`config.mk`:
```
export PLATFORM = sky130hd
export DESIGN_NAME = rom_dl_sequencer
export DESIGN_NICKNAME = d
export VERILOG_FILES = /design/src/rtl/rom_dl_sequencer.sv
export SDC_FILE = /design/constraint.sdc
export NUM_CORES = 1
export LEC_CHECK = 0
export ABC_AREA = 0
export CAP_MARGIN = 20
export CELL_PAD_IN_SITES_DETAIL_PLACEMENT = 0
export CELL_PAD_IN_SITES_GLOBAL_PLACEMENT = 1
export CORE_MARGIN = 2
export CORE_UTILIZATION = 36
export CTS_CLUSTER_DIAMETER = 150
export DETAILED_ROUTE_END_ITERATION = 10
export GPL_TIMING_DRIVEN = 0
export PLACE_DENSITY_LB_ADDON = 0.1
export SLEW_MARGIN = 40
export SYNTH_ARGS = -nofsm -noshare
export SYNTH_HDL_FRONTEND = slang
export SYNTH_SLANG_ARGS = --single-unit
```
`constraint.sdc`:
```
create_clock -name clk_sys -period 4.7 [get_ports clk_sys]
set_input_delay 0.94 -clock clk_sys [delete_from_list [all_inputs] [get_ports clk_sys]]
set_output_delay 0.94 -clock clk_sys [all_outputs]
set_load 0.01 [all_outputs]
```
`src/rtl/rom_dl_sequencer.sv`:
```
// rom_dl_sequencer: routes the HPS ROM download stream to SDRAM ports
// and the on-chip gfx loader, and generates the stretched core reset.
module rom_dl_sequencer #(
  parameter logic [24:0] SP_BASE  = 25'h12000,
  parameter logic [24:0] GFX_BASE = 25'h32000,
  parameter logic [15:0] RST_CNT  = 16'hFFFF
) (
  input  logic        clk_sys,
  input  logic        RESET,
  input  logic        user_reset,
  input  logic        ioctl_download,
  input  logic        ioctl_wr,
  input  logic [7:0]  ioctl_index,
  input  logic [24:0] ioctl_addr,
  input  logic [7:0]  ioctl_dout,
  output logic        ioctl_wait,
  output logic        port1_req,
  input  logic        port1_ack,
  output logic [22:0] port1_a,
  output logic [1:0]  port1_ds,
  output logic [15:0] port1_d,
  output logic        port2_req,
  input  logic        port2_ack,
  output logic [18:0] port2_a,
  output logic [1:0]  port2_ds,
  output logic [15:0] port2_d,
  output logic        dl_wr,
  output logic [24:0] dl_addr,
  output logic [7:0]  dl_data,
  output logic [7:0]  game_mod,
  output logic        rom_loaded,
  output logic        core_reset,
  output logic        dl_overrun
);

  typedef enum logic [1:0] {
    IDLE,
    ISSUE,
    WAIT_ACK
  } state_t;

  state_t      state;
  state_t      state_nx;
  logic        need_p1;
  logic        need_p2;
  logic        dl_seen;
  logic [15:0] cnt;
  logic        accept;
  logic        sel_wr;
  logic        in_g;
  logic        in_s;
  logic        p1_ok;
  logic        p2_ok;
  logic        rst_src;
  logic [24:0] offs;
  logic        unused_bits;

  assign accept  = ioctl_wr && ioctl_download
                 && (ioctl_index == 8'd0) && (state == IDLE);
  assign sel_wr  = ioctl_wr && ioctl_download
                 && (ioctl_index == 8'd1) && (state == IDLE);
  assign in_g    = (ioctl_addr >= GFX_BASE);
  assign in_s    = !in_g && (ioctl_addr >= SP_BASE);
  assign offs    = ioctl_addr - SP_BASE;
  assign p1_ok   = !need_p1 || (port1_ack == port1_req);
  assign p2_ok   = !need_p2 || (port2_ack == port2_req);
  assign rst_src = RESET | user_reset | ~rom_loaded | ioctl_download;
  assign ioctl_wait = (state != IDLE);
  assign unused_bits = ^{offs[24:19], ioctl_addr[24]};

  // state register
  always_ff @(posedge clk_sys) begin
    if (RESET) state <= IDLE;
    else       state <= state_nx;
  end

  // next-state: gfx bytes skip the ack wait
  always_comb begin
    state_nx = state;
    unique case (state)
      IDLE:     if (accept) state_nx = ISSUE;
      ISSUE:    state_nx = (need_p1 || need_p2) ? WAIT_ACK : IDLE;
      WAIT_ACK: if (p1_ok && p2_ok) state_nx = IDLE;
      default:  state_nx = IDLE;
    endcase
  end

  // byte capture, request toggles and status flags
  always_ff @(posedge clk_sys) begin
    if (RESET) begin
      need_p1    <= 1'b0;
      need_p2    <= 1'b0;
      port1_req  <= 1'b0;
      port1_a    <= '0;
      port1_ds   <= '0;
      port1_d    <= '0;
      port2_req  <= 1'b0;
      port2_a    <= '0;
      port2_ds   <= '0;
      port2_d    <= '0;
      dl_wr      <= 1'b0;
      dl_addr    <= '0;
      dl_data    <= '0;
      game_mod   <= '0;
      rom_loaded <= 1'b0;
      dl_overrun <= 1'b0;
      dl_seen    <= 1'b0;
    end else begin
      dl_wr <= 1'b0;
      if (accept) begin
        need_p1 <= !in_g;
        need_p2 <= in_s;
        if (in_g) begin
          dl_wr   <= 1'b1;
          dl_addr <= ioctl_addr - GFX_BASE;
          dl_data <= ioctl_dout;
        end else begin
          port1_a  <= ioctl_addr[23:1];
          port1_ds <= {ioctl_addr[0], ~ioctl_addr[0]};
          port1_d  <= {ioctl_dout, ioctl_dout};
          if (in_s) begin
            port2_a  <= {1'b0, offs[18:17], offs[14:0], offs[16]};
            port2_ds <= {offs[15], ~offs[15]};
            port2_d  <= {ioctl_dout, ioctl_dout};
          end
        end
      end
      if (state == ISSUE) begin
        if (need_p1) port1_req <= ~port1_req;
        if (need_p2) port2_req <= ~port2_req;
      end
      if (sel_wr) game_mod <= ioctl_dout;
      if (ioctl_wr && (state != IDLE)) dl_overrun <= 1'b1;
      if (ioctl_download && (ioctl_index == 8'd0)) dl_seen <= 1'b1;
      if ((state == IDLE) && dl_seen && !ioctl_download)
        rom_loaded <= 1'b1;
    end
  end

  // reset stretch: second pulse when the counter reaches 1
  always_ff @(posedge clk_sys) begin
    if (rst_src)          cnt <= RST_CNT;
    else if (cnt != '0)   cnt <= cnt - 16'd1;
    core_reset <= rst_src | (cnt == 16'd1);
  end

endmodule

```
==> flow_metrics.py <==
metrics = {
    "synthesis": {
        "synth-warning-count": 0,
        "syn_inst": 559,
        "synth.avg_cell_area_sq_um": 9.12,
        "synth.net_count": 612,
        "synth_top_cell_by_area": "dfxtp_1",
        "synth_top_area_share_pct": 50.7,
        "async_flop_share_pct": 0,
        "synth_ff_type": "dfxtp_1",
        "synth_cell_types": 48,
        "ys_ff_latch": 129,
        "syn_area_sq_mm": 0.00510,
        "synth_seq_area_share_pct": 50.7,
        "synth_edf_count": 0,
        "synth_area_leaders": "dfxtp_1, a21oi_1, nand2_1, a22o_1, nand3_1",
    },
    "critical_path": {
        "cp-end-kind": "flop",
        "path_delay_family": "compound AO/OA/AOI/OAI gates",
        "worstSetupPathType": "in -> reg",
        "worstPathCellList": "clkdlybuf4s50_1 > ha_1 > nor4b_1 > nand4_1 > o2111ai_1 > clkbuf_1 > o21ai_0 > a21oi_1",
        "crit_arrival_ns": 3.63,
        "crit_fanout": 10,
        "max_stage_delay_ns": 0.75,
        "crit_required_ns": 5.04,
        "crit_buf_inv": 2,
        "cp-start-kind": "input pin",
        "crit_slowest_cell": "o2111ai_1",
    },
    "sta": {
        "hold_viol": 0,
        "finalSetupViolations": 0,
        "rsz0062_at_grt": "no",
        "fmax_ghz": 0.304,
        "hold_ws_ns": 0.450,
        "finalClockSkew_ns": 0.00753,
        "slew_headroom_pct": 46.0,
        "fin_crit_ns": 3.29,
        "fin_crit_sh_pct": 69.9,
        "tightestPinTransition_ns": 0.809,
        "finalMaxSlewViolations": 0,
        "tns_ns": 0,
    },
    "placed_design": {
        "placed_cell_area_sq_mm": 0.00704,
        "place_hpwl_um": 11200,
        "routabilityCongestion": 0.788,
        "portBuffers": 171,
    },
    "route": {
        "vias_per_cell": 4.97,
        "dr_wl_met2_um": 7270,
        "drt_iter0_markers": 182,
        "drt-pass1-iter-count": 4,
        "wl_per_cell_um": 16.0,
        "wl_um": 15000,
        "wl_met1_um": 6590,
        "ant_nets": 0,
        "route.met3.wl_um": 1050,
        "top_layer": "met4",
        "via_count": 4679,
        "drcViolationCount": 0,
    },
    "global_route": {
        "grt_pass1_wl_um": 23500,
        "grt_overflow_total": 0,
        "antenna_found_initial": 0,
        "grt_pass1_vias": 4499,
        "grt_usage_pct": 20.4,
        "grt_max_degree": 17,
    },
    "cts": {
        "cts_max_level": 4,
        "clock_sinks": 129,
        "clock_path_buffers": 2,
        "numCtsBuffers": 17,
        "hold_buffers": 0,
        "cts_repair_resize_count": 0,
        "clock-root-buffer": "clkbuf_16",
        "path_clk_slew_ns": 0.06,
        "postCtsSetupBuffers": 0,
        "clock_latency_ns": 0.42,
        "cts_tree": "yes",
    },
    "floorplan": {
        "core-area_sq_mm": 0.0139,
        "die_w_um": 123,
        "die_area_sq_mm": 0.0151,
        "num_rows": 43,
        "initial_core_util_pct": 36.7,
        "die_h_um": 123,
        "io_pins": 174,
    },
    "cells_and_area": {
        "final_cell_mix": "clkdlybuf4s50_1, dfxtp_1, nand2_1, a21oi_1, nand3_1",
        "diodes": 0,
        "synthToLayoutAreaGrowth_pct": 49.9,
        "final_common_cell": "clkdlybuf4s50_1",
        "final_cell_area_sq_mm": 0.00764,
        "nets": 802,
        "drive_above_1_share_pct": 9.19,
    },
    "power_and_ir_drop": {
        "p_leak_nw": 2.77,
        "ir_drop_v": 0.000205,
        "p_per_area_mw_per_mm2": 329,
    },
    "status": {
        "outcome": "finished, final reports clean",
    },
    "worst_hold_path": {
        "hold_class": "reg -> reg",
    },
    "flow_run": {
        "max_cap_viol_count": 0,
    },
}
[power breakdown]
part | switching (W) | internal [W] | total [W]
Clock | 0.000467 | 0.000848 | 0.00131
Sequential | 0.000000173 | 0.00109 | 0.00109
Combinational | 0.0000556 | 0.0000518 | 0.000107
Total | 0.000522 | 0.00199 | 0.00252
[flip-flops by register name, indices dropped and copies added (netlist names), 2 cells and up]
register,flops
port1_ds,2
dl_data,8
port2_a,18
dl_addr,25
port2_d,8
game_mod,8
port1_d,8
cnt,16
port2_ds,2
port1_a,23
state,2
[layer usage]
metal	vias up	track usage, %
met4	0	7.39
li1	2328	-
met3	12	6.50
met1	2197	26.0
met2	142	32.3
met5	-	0
[cells in the mapped netlist, types with 5 or more instances]
cell,instances
a21oi_1,59
a22o_1,31
a31oi_1,5
and2_1,8
buf_2,5
buf_4,21
clkbuf_1,22
dfxtp_1,129
ha_1,5
inv_1,8
mux2i_1,8
nand2_1,76
nand3_1,34
nor2_1,27
nor3_1,7
nor4_1,9
o21ai_0,28
or3_1,6
xnor2_1,17
xor2_1,7
[final timing paths]
path / from / to / slack (ns) / depth (start not counted)
worst max-delay path: ioctl_addr[13] / port2_a[12] / 1.41 / 8
worst min-delay path: port1_a[13] / port1_a[13] / 0.45 / 2
worst max register to register: state[1] / port2_a[12] / 2.28 / 6
worst min register to register: port1_a[13] / port1_a[13] / 0.45 / 2
[final cells by class]
type / instances / area [sq um]
inverters: 9 / 33.8
repair buffers: 171 / 1710
multi-input cells: 369 / 2180
well taps: 180 / 225
plain buffers: 52 / 310
clock inverters: 9 / 104
flip-flops and latches: 129 / 2580
clock buffers: 23 / 498
fillers: 1279 / 6240
[worst register-to-register path: stages (launching register included)]
cell	delay [ns]
dfxtp_1	0.33
or3b_2	0.49
nor4_2	0.31
o2111ai_1	0.49
clkbuf_1	0.35
o21ai_0	0.22
a21oi_1	0.10
[cells by family (layout without fill, tap and decap cells)]
family                     count (synthesis)  after routing  share of synthesized area [%]
muxes                                      8              8                           1.57
other                                      1              1                         0.0735
buffers and inverters                     61            264                           6.75
and+or+nand+nor                          193            193                           18.7
AOI/OAI and AO/OA                        138            138                           16.9
adders and majority gates                  5              5                           1.23
xor gates and xnor gates                  24             24                           4.12
DFF                                      129            129                           50.7
[metrics by stage]
stage	utilization, %	setup slack (ns)	cells	total power (W)
finish	55.1	1.41	942	0.00252
global route	55.1	1.09	942	0.00260
CTS	55.1	1.35	942	0.00254
detailed placement	50.7	0.924	910	0.00123
global placement	50.7	0.973	910	0.00122
floorplan	-	1.90	559	0.00116
(Power assumes the default switching activity.)
